[config.mk]
export PLATFORM = sky130hd
export DESIGN_NAME = sigmoid_sched
export DESIGN_NICKNAME = d
export VERILOG_FILES = /design/src/rtl/sigmoid_sched.sv
export SDC_FILE = /design/constraint.sdc
export NUM_CORES = 1
export LEC_CHECK = 0
export BUFFER_PORTS_ARGS = -buffer_cell sky130_fd_sc_hd__clkbuf_2
export CORE_MARGIN = 5
export CORE_UTILIZATION = 40
export CTS_CLUSTER_SIZE = 16
export DETAILED_ROUTE_END_ITERATION = 16
export HOLD_SLACK_MARGIN = 0.1
export PLACE_DENSITY = 0.67
export SLEW_MARGIN = 20
export SYNTH_ARGS = -nofsm -noshare
export SYNTH_HDL_FRONTEND = slang
export SYNTH_SLANG_ARGS = --single-unit
[constraint.sdc]
create_clock -name clk -period 3.5 [get_ports clk]
set_input_delay 0 -clock clk [delete_from_list [all_inputs] [get_ports clk]]
set_output_delay 0 -clock clk [all_outputs]
set_load 0.02 [all_outputs]
[src/rtl/sigmoid_sched.sv]
// Round-robin front end that shares one fixed-latency sigmoid pipeline
// between N requesters. Each requester may have one op in flight. A tag
// shift register that runs alongside the sigmoid pipe records which
// requester owns each result. Results land in one-entry per-requester
// response buffers, which are drained with a valid/ready handshake.
module sigmoid_sched #(
    parameter int N   = 4,
    parameter int LAT = 2,
    parameter int IDW = 2
) (
    input  logic            clk,
    input  logic            rst_n,
    input  logic            en,
    input  logic [N-1:0]    req_valid,
    input  logic [8*N-1:0]  req_x,
    output logic [N-1:0]    req_ready,
    output logic [N-1:0]    rsp_valid,
    output logic [16*N-1:0] rsp_y,
    input  logic [N-1:0]    rsp_ready,
    output logic            sig_in_valid,
    output logic [7:0]      sig_x,
    input  logic            sig_out_valid,
    input  logic [15:0]     sig_y,
    output logic [15:0]     op_count,
    output logic            err
);

    // Width of the counter that masks error detection for the first LAT
    // cycles after reset. During that window the sigmoid may still emit
    // results for ops that the reset discarded.
    localparam int SW = $clog2(LAT + 1);

    logic [N-1:0]   busy_reg;
    logic [N-1:0]   rsp_valid_reg;
    logic [15:0]    rbuf_reg [N];
    logic [IDW-1:0] ptr_reg;
    logic [LAT-1:0] tag_v_reg;
    logic [IDW-1:0] tag_id_reg [LAT];
    logic [15:0]    op_count_reg;
    logic           err_reg;
    logic [SW-1:0]  sup_cnt_reg;

    logic [N-1:0]   elig;
    logic           grant;
    logic [IDW-1:0] grant_idx;
    logic [IDW-1:0] cand_idx;
    logic           cap;
    logic [IDW-1:0] cap_id;
    logic [N-1:0]   cap_hit;
    logic [N-1:0]   drain;
    logic           err_det;

    // A requester that is still waiting on a result, or whose result has not
    // been consumed yet, is not eligible. This enforces one op in flight.
    assign elig    = req_valid & ~busy_reg & {N{en}};
    assign cap     = tag_v_reg[LAT-1] & sig_out_valid;
    assign cap_id  = tag_id_reg[LAT-1];
    assign drain   = rsp_valid_reg & rsp_ready;
    // A result with no owner, or an owner with no result, means the pipe and
    // the tag register have lost step. Flag it unless we are still inside
    // the post-reset window.
    assign err_det = (sup_cnt_reg == '0) && (sig_out_valid != tag_v_reg[LAT-1]);

    // Round-robin pick: scan from ptr+1 and wrap, taking the first eligible requester
    always_comb begin
        grant     = 1'b0;
        grant_idx = '0;
        cand_idx  = '0;
        for (int k = 1; k <= N; k++) begin
            cand_idx = IDW'((int'(ptr_reg) + k) % N);
            if (!grant && elig[cand_idx]) begin
                grant     = 1'b1;
                grant_idx = cand_idx;
            end
        end
    end

    // Forward the granted requester's operand straight into the sigmoid
    always_comb begin
        sig_x = 8'h00;
        if (grant) begin
            sig_x = req_x[{grant_idx, 3'b000} +: 8];
        end
    end

    assign sig_in_valid = grant;
    assign rsp_valid    = rsp_valid_reg;
    assign op_count     = op_count_reg;
    assign err          = err_reg;

    genvar gi;
    generate
        for (gi = 0; gi < N; gi++) begin : g_req
            assign req_ready[gi]       = grant && (grant_idx == IDW'(gi));
            assign cap_hit[gi]         = cap && (cap_id == IDW'(gi));
            assign rsp_y[16*gi +: 16]  = rbuf_reg[gi];
        end
    endgenerate

    // Tag pipe shadows the sigmoid latency; the pointer moves only on a grant
    always_ff @(posedge clk) begin
        if (rst_n) begin
            ptr_reg   <= IDW'(N - 1);
            tag_v_reg <= '0;
            for (int k = 0; k < LAT; k++) begin
                tag_id_reg[k] <= '0;
            end
        end else begin
            tag_v_reg[0]  <= grant;
            tag_id_reg[0] <= grant_idx;
            for (int k = 1; k < LAT; k++) begin
                tag_v_reg[k]  <= tag_v_reg[k-1];
                tag_id_reg[k] <= tag_id_reg[k-1];
            end
            if (grant) begin
                ptr_reg <= grant_idx;
            end
        end
    end

    // Ownership and response buffers: busy spans grant through consumption
    always_ff @(posedge clk) begin
        if (rst_n) begin
            busy_reg      <= '0;
            rsp_valid_reg <= '0;
            for (int i = 0; i < N; i++) begin
                rbuf_reg[i] <= '0;
            end
        end else begin
            for (int i = 0; i < N; i++) begin
                if (req_ready[i]) begin
                    busy_reg[i] <= 1'b1;
                end else if (drain[i]) begin
                    busy_reg[i] <= 1'b0;
                end
                if (cap_hit[i]) begin
                    rsp_valid_reg[i] <= 1'b1;
                    rbuf_reg[i]      <= sig_y;
                end else if (drain[i]) begin
                    rsp_valid_reg[i] <= 1'b0;
                end
            end
        end
    end

    // Completion counter, sticky error flag and the post-reset masking window
    always_ff @(posedge clk) begin
        if (rst_n) begin
            op_count_reg <= '0;
            err_reg      <= 1'b0;
            sup_cnt_reg  <= SW'(LAT);
        end else begin
            if (sup_cnt_reg != '0) begin
                sup_cnt_reg <= sup_cnt_reg - SW'(1);
            end
            if (err_det) begin
                err_reg <= 1'b1;
            end
            if (cap) begin
                op_count_reg <= op_count_reg + 16'd1;
            end
        end
    end

endmodule

After elaboration in Yosys (flattened, before gate mapping)
Memories as Yosys holds them, arrays and structs flattened. Index checks and enable logic that the tools add are counted. W data, S select, Z words.

Multiplexer cells: 50. $add $sub $neg: 6. Bitwise logic cells: 11. Eq/ne operators: 7. Shifts and indexed selects: 1. Magnitude comparators: 4. Reduce and logical (&&, ||, !) cells: 27.

Operators with widths (number): $mux W16 (4); $mux W1 (35); $shiftx A32 B6 Y8 (1); $reduce_bool A2 Y1 (9); $add A16 B1 Y16 const B (1); $and A4 B4 Y4 (3); $logic_and A1 B1 Y1 (12); $lt A2 B3 Y1 const B (4); $mux W2 (6); $bmux W1 S2 (4); $eq A2 B2 Y1 const B (4); $mux W8 (1); $logic_not A2 Y1 (3); $or A1 B1 Y1 (6); $add A2 B1 Y2 const B (2); $add A2 B2 Y2 const B (2); $eq A2 B1 Y1 const B (2); $not A4 Y4 (1); $logic_not A1 Y1 (3); $sub A2 B1 Y2 const B (1); $and A1 B1 Y1 (1); $ne A1 B1 Y1 (1).

Bits of input ports: 60. Word-level logic and storage cells: 121. Memories: 2. Register bits: 31. Bits in writable memories: 68. Output and inout port bits: 98.

Memories: rbuf_reg (depth 4, width 16, rd ports 4, clocked after memory_dff 0, write ports 4, RTL line 35) `logic [15:0] rbuf_reg [N];`; tag_id_reg (depth 2, width 2, rd ports 2, clocked after memory_dff 0, write ports 2, RTL line 38) `logic [IDW-1:0] tag_id_reg [LAT];`.

Longest topological paths before layout
Gate-level depths: netlist of the first run.

Depth in word-level cells: 18. Gate-level depth with buffers: 8. Gate-level depth less buffers: 7.

Least setup slack after synthesis of the first run
Ideal clock, no wire load.

Kind: reg-to-reg. Start: register tag_v_reg[1]. End: memory rbuf_reg[0][0] (enable). Clock period less this slack: 1.874 ns. Buffers on the path: 1. Path slack: 1.626 ns. Cell stages (with the launch flop): 5. Data arrival time: 1.481 ns. Data required time: 3.108 ns. Cells stage by stage: dfxtp_1 -> ha_1 -> buf_2 -> nand2b_1 -> o21bai_1.

RTL lines: start, declared (RTL line 37) `logic [LAT-1:0] tag_v_reg;`; start signal, assigned by index (RTL line 112) `tag_v_reg[k] <= tag_v_reg[k-1];`; end, declared (RTL line 35).

Worst setup path after layout of the first run
Start: register ptr_reg[1]. End: output port sig_x[3].

Longest elaborated chain between the ends: 15. Elaborated cells on any way between the ends: 28.

RTL lines: start, declared (RTL line 36) `logic [IDW-1:0] ptr_reg;`; start signal, assigned (RTL line 103) `ptr_reg <= IDW'(N - 1);`; start signal, assigned (RTL line 116) `ptr_reg <= grant_idx;`; $add A2 B1 Y2 (RTL line 70) `cand_idx = IDW'((int'(ptr_reg) + k) % N);`; $bmux W1 S2 (RTL line 71) `if (!grant && elig[cand_idx]) begin`; $mux W1 (implied by the code) (RTL line 71); $mux W1 (RTL line 71); $logic_not A1 Y1 (RTL line 71); $logic_and A1 B1 Y1 (RTL line 71); $mux W1 (RTL line 71); $logic_not A1 Y1 (RTL line 71); $logic_and A1 B1 Y1 (RTL line 71); $mux W1 (RTL line 71); $logic_not A1 Y1 (RTL line 71); $logic_and A1 B1 Y1 (RTL line 71); $mux W2 (RTL line 71); $shiftx A32 B6 Y8 (RTL line 82) `sig_x = req_x[{grant_idx, 3'b000} +: 8];`; $mux W8 * (RTL line 81) `if (grant) begin`; end, declared (RTL line 21) `output logic [7:0] sig_x,`.

Every way passes the cells marked *; elsewhere a longest branch is shown, timed or not. The select of a mux whose other input is x is not followed.

==> impl_results.md, run 1 <==
- Port bufs: 157
- Initial antenna violation count: 0
- Row cnt: 37
- Primary FF master, synth: edfxtp_1
- Final std cells w/o fill: 661
- Placed Cells: 625
- # hold bufs at CTS: 21
- Die width: 113 um
- Drt drc: 0
- Starting Density: 0.410
- Via/cell ratio: 4.73
- Worst-margin pin slew: 0.957 ns
- GP Congestion: 0.788
- Critical Path End Type: output port
- Total Power: 2.43 mW
- Initial drt markers: 80
- HPWL Detailed: 7.23 mm
- CP startpoint kind: register
- Synth Instances: 342
- Final hold viol count: 0
- Share of the synthesized area in the top cell type: 0.453
- First-pass GRT wire length: 16.2 mm
- Clock insertion delay at the later pin of the skew report: 0.36 ns
- Final Max Tran Viols: 0
- CTS tree: done
- Max Cap Violations: 0
- Height of the chip: 113 um
- Final worst setup slack: 0.781 ns
- Setup TNS: 0 ns
- Vias in the first global route: 3295
- Post-Place Worst Slack: 1.16 ns
- Yosys reg bits: 99
- CP Data Required Time: 3.50 ns
- Post-synth cell types: 44
- Max clock buf depth: 2
- Leakage: 2.48 nW
- Pwr dens: 435 nW/um2
- Area leader, netlist: edfxtp_1
- Remaining antenna violation count: 0
- H-tree depth: 3
- Fmax: 368 MHz
- Number of synthesized flops with an enable pin: 64
- Global Route Usage Sum: 0.160
- Via count: 3125
- Worst-path fanout max: 20
- Clock Sink Count: 99
- CORE AREA: 10300 um2
- R2R setup slack: 1.23 ns
- Drt wl/cell: 15.0 um
- I/O pins: 158
- Nets: 584
- Die area: 12800 um2
- P&R area growth vs syn: 31.6%
- Total global routing overflow: 0
- Clk_skew: 0.00800 ns
- Share of cells above drive strength 1: 0.381
- RSZ-0062 raised after global routing: false
- Worst Path Arrival: 2.72 ns
- Ys Warns: 0
- Final setup vio count: 0
- Post-synthesis net count: 405
- Final WL: 9.94 mm
- Worst Setup Path Type: reg2out
- Relative slew slack: 0.362
- Synth top area cells: edfxtp_1 45%, dfxtp_1 17%, and2_1 9.6%
- Final worst path period share: 0.777
- Reg clk slew, reported paths: 0.08 ns
- Hold slack: 0.254 ns
- Postcts setup bufs: 0
- Sequential-to-total area share from yosys stat: 0.619
- Async set or reset register ratio after synthesis: 0
- CTS resizes: 0
- Detailed-router iteration count before antenna repair: 4
- Syn Std Cell Area: 4240 um2
- Worst hold path class: in2reg
- Fin crit period: 2.72 ns
- Max reg flops: 64
- Cts bufs inserted: 9
- ANT cells: 0
- Worst IR Drop VDD: 0.000171 V
- Outcome: finished clean
- Largest net degree at the start of global routing: 43
- CTS root buf: clkbuf_8
- Syn Area/Cell: 12.4 um2
through the flow:
step	utilization	instance area, um2
after floorplan	-	4240
after global placement	0.502	5180
after detailed placement	0.502	5180
after CTS	0.540	5570
after global routing	0.540	5580
final	0.540	5580
cells by family (layout without fill, tap and decap cells):
kind of cell	after synthesis	in the layout	share of synthesized area
and+or+nand+nor	144	144	0.193
DFF	99	99	0.619
AOI/OAI and AO/OA	45	45	0.0918
buffers and inverters	25	208	0.0307
xor gates and xnor gates	16	16	0.0331
muxes	10	10	0.0236
adders and majority gates	3	3	0.00886
critical path: stages (launching register included):
cell	delay [ns]
dfxtp_1	0.48
inv_1	0.10
a41oi_1	0.20
o211ai_1	0.16
a22oi_2	0.81
a211oi_1	0.18
a211oi_2	0.24
clkbuf_2	0.20
metal layers:
layer  vias to the layer above  part of all wire  GRT usage
met4                         0             0.017     0.0673
met5                         -                 0          0
met1                      1435              0.42      0.191
met3                        10             0.085     0.0380
li1                       1542                 -          -
met2                       138              0.47      0.275
power by group:
part | switching (mW) | internal [mW] | leakage [nW]
sequential | 0.0284 | 1.29 | 0.947
combinational | 0.238 | 0.167 | 1.45
clock | 0.375 | 0.324 | 0.0859
synth_stat cells, types with 4 or more instances:
library cell / number
a211oi_1: 8
a211oi_2: 8
a21o_1: 4
and2_1: 65
and2b_1: 4
and3_1: 4
buf_2: 4
clkbuf_1: 8
dfxtp_1: 35
edfxtp_1: 64
inv_1: 8
mux2i_1: 10
nand2_1: 8
nand3_1: 9
nor2_1: 28
nor2b_1: 13
o21bai_1: 4
xor2_1: 13
cell usage in the layout (no fill, tap or decap), types with 2 or more instances in the layout:
cell type	instances
xor2_1	13
nor2b_1	13
o21bai_2	4
nand3_1	9
o21ba_2	3
nand4_1	3
xnor2_1	3
mux2i_1	10
a211oi_1	8
a21oi_1	3
clkbuf_2	157
and3_1	4
and2_1	65
ha_1	3
nand2_1	8
inv_1	8
a21boi_0	3
nand2b_1	3
a211o_1	2
dlygate4sd3_1	21
dfxtp_1	35
a211oi_2	8
buf_4	6
nor2_1	28
and2b_1	4
clkbuf_8	9
a21o_1	4
edfxtp_1	64
cell type report:
cell class / count / area, um2
Sequential cell: 99 / 2620
Inverter: 9 / 33.8
Clock inverter: 5 / 55.1
Multi-Input combinational cell: 218 / 1530
Clock buffer: 10 / 128
Tap cell: 136 / 170
Timing Repair Buffer: 184 / 1040
Fill cell: 875 / 4750
path summary, 6_finish.rpt:
path / startpoint / end / depth (start not counted)
max: ptr_reg[1] / sig_x[3] / 7
max reg2reg: ptr_reg[1] / busy_reg[0] / 6
min: en / tag_id_reg[0][1] / 4
min reg2reg: tag_id_reg[0][1] / tag_id_reg[0][3] / 1
Power figures use the tool's default switching activity.
==> run 2, diff against run 1 <==
- PLACE_DENSITY: 0.67 -> 0.7
- clock period: 3.5 -> 2.26 ns (I/O delays scaled with it)
==> run 2 against run 1 <==
  * Sequential power up 55%
  * Via count up 2.9%
  * Register-to-register slack worse by 0.95 ns
  * Routed wire length up 1.2%
  * Global-route usage down 0.21 points
  * Final area up 2.2%
  * Cell count up 1.2%
  * Sequential cell count unchanged
  * Critical path type unchanged
  * Largest cell class unchanged
  * Largest power group unchanged
  * Highest routed layer unchanged
==> impl_results.md, run 2 (same netlist as run 1, synthesis figures left out) <==
- CP startpoint kind: register
- Final setup vio count: 0 (unchanged)
- Final worst setup slack: 0.111 ns (-0.669 ns)
- Total global routing overflow: 0 (unchanged)
- Relative slew slack: 0.358 (-0.00404)
- Max Cap Violations: 0 (unchanged)
- Largest net degree at the start of global routing: 42 (-2.3%)
- P&R area growth vs syn: 34.6%
- Fillers: 883 (+0.91%)
- Final hold viol count: 0 (unchanged)
- Worst hold path class: in2reg
- Outcome: finished clean
- Clock insertion delay at the later pin of the skew report: 0.36 ns (about the same)
- Post-Place Worst Slack: 0.209 ns (-0.951 ns)
- Detailed-router iteration count before antenna repair: 4 (unchanged)
- Most frequent cells in the layout: 154 x clkbuf_2, 65 x and2_1, 64 x edfxtp_1
- Max reg flops: 64 (unchanged)
- Worst IR Drop VDD: 0.000328 V (+91%)
- Final std cells w/o fill: 669 (+1.2%)
- Worst path cell trace: inv_2, nand3_1, a311oi_4, buf_4, clkbuf_16, mux2i_1, a211oi_2, clkbuf_2
- Worst Hold End: op_count[3]
- Fin util: 0.552 (+0.0121)
- Final Max Tran Viols: 0 (unchanged)
- Via count: 3216 (+2.9%)
- Clock Sink Count: 99 (unchanged)
- Clk_skew: 0.00471 ns (-0.00328 ns)
- Port bufs: 157 (unchanged)
- CORE AREA: 10300 um2 (unchanged)
- Fmax: 465 MHz
- Fin crit period: 2.15 ns
- Worst Setup Path Type: reg2out
- Max clock buf depth: 2 (unchanged)
- I/O pins: 158 (unchanged)
- Worst-margin pin slew: 0.960 ns (+0.00251 ns)
- Worst-path fanout max: 15 (-25%)
- Drt drc: 0 (unchanged)
- Nets: 592 (+1.4%)
- FF-to-FF End: rbuf_reg[3][14]
- Pwr dens: 670 nW/um2 (+54%)
- R2R setup slack: 0.28 ns (-0.95 ns)
- HPWL Detailed: 7.10 mm (-1.7%)
- Slowest cell delay on critical path: 0.38 ns (-0.43 ns)
- GP Congestion: 0.760 (-3.5%)
- Final worst path period share: 0.951
- Initial drt markers: 80 (unchanged)
- Die area: 12800 um2 (unchanged)
- Share of cells above drive strength 1: 0.398 (+0.0168)
- Remaining antenna violation count: 0 (unchanged)
- Initial antenna violation count: 0 (unchanged)
- Worst Reg-to-Reg Cells: 4 (-2)
- CTS tree: done
- Worst-path cell with the longest stage delay: dfxtp_1
- Drt wl/cell: 15.0 um (about the same)
- Via/cell ratio: 4.81 (+1.7%)
- R2R Path Start: tag_v_reg[1]
- Hold Crit Depth: 3 (-1)
- Total Power: 3.82 mW (+57%)
- Post-place instance area: 5220 um2 (+0.82%)
- Row cnt: 37 (unchanged)
- Leakage: 2.54 nW (+2.6%)
- Critical Path End Type: output port
- Global Route Usage Sum: 0.158 (-0.00210)
- Hold Path Origin: rst_n
- ANT cells: 0 (unchanged)
- Die width: 113 um (unchanged)
- CTS root buf: clkbuf_8
- Commonest non-fill, non-tap cell in the layout: clkbuf_2
- Reg clk slew, reported paths: 0.09 ns (about the same)
- Starting Density: 0.410 (unchanged)
- Height of the chip: 113 um (unchanged)
- Final WL: 10.1 mm (+1.2%)
- H-tree depth: 3 (unchanged)
- Cts bufs inserted: 9 (unchanged)
- Worst Path Arrival: 2.15 ns (-0.57 ns)
- CP Data Required Time: 2.26 ns (-1.24 ns)
- Vias in the first global route: 3237 (-1.8%)
- Non-Filler Cell Area, Final: 5700 um2 (+2.2%)
- Placed Cells: 629 (+0.64%)
- First-pass GRT wire length: 16.0 mm (-1.2%)
-- run 2: changes by cell type in the layout (fill, tap and decap cells not counted), sizes merged --
cell    previous run  this run
buf                6        15
clkbuf           167       165
inv                9        10
-- run 2: critical path: cells and delay by family, from the launching register on --
family / cells / cell delay, ns
flops: 1 / 0.38
buf+inv: 4 / 0.62
mux: 1 / 0.09
simple gates: 1 / 0.11
compound gates: 2 / 0.58
-- run 2: final cells by class --
type / count / area (um2) / area share
clock buffers: 9 / 124 / 0.0217
clock inverters: 6 / 56.3 / 0.00987
inverters: 9 / 33.8 / 0.00592
multi-input cells: 218 / 1530 / 0.269
flip-flops and latches: 99 / 2620 / 0.460
well taps: 136 / 170 / 0.0298
repair buffers: 192 / 1160 / 0.204
-- run 2: power by group --
part	total, mW	internal [mW]	switching [mW]
clock	1.07	0.497	0.570
combinational	0.704	0.312	0.391
sequential	2.05	2.00	0.0453
-- run 2: timing repair --
action	4_1_cts	5_1_grt
endpoints found under the setup margin	8	9
pin swaps	0	2
setup buffers	0	2
endpoints found under the hold margin	73	0
gates cloned	0	2
hold buffers	21	0
resized for setup	2	7
-- run 2: routing by layer --
| layer | GRT usage | wire (um) |
|---|---|---|
| met5 | 0 | 0 |
| met3 | 0.0476 | 803 |
| met2 | 0.276 | 4830 |
| met1 | 0.189 | 4310 |
| met4 | 0.0417 | 112 |
-- run 2: metrics by stage --
step | hold WS [ns] | setup TNS, ns
global route | 0.178 | -0.0128
finish | 0.156 | 0
CTS | 0.151 | 0
floorplan | 0.198 | 0
detailed placement | 0.304 | 0
global placement | 0.301 | 0
-- run 2: worst max path at each step --
stage / startpoint / endpoint / slack, ns / depth (start not counted)
global route: busy_reg[1] / sig_x[5] / -0.005 / 8
CTS: busy_reg[1] / sig_x[3] / 0.04 / 8
finish: ptr_reg[0] / sig_x[7] / 0.11 / 8
global placement: tag_v_reg[1] / rbuf_reg[1][0] / 0.33 / 4
detailed placement: tag_v_reg[1] / rbuf_reg[1][9] / 0.21 / 4
floorplan: tag_v_reg[1] / rbuf_reg[0][0] / 0.39 / 4
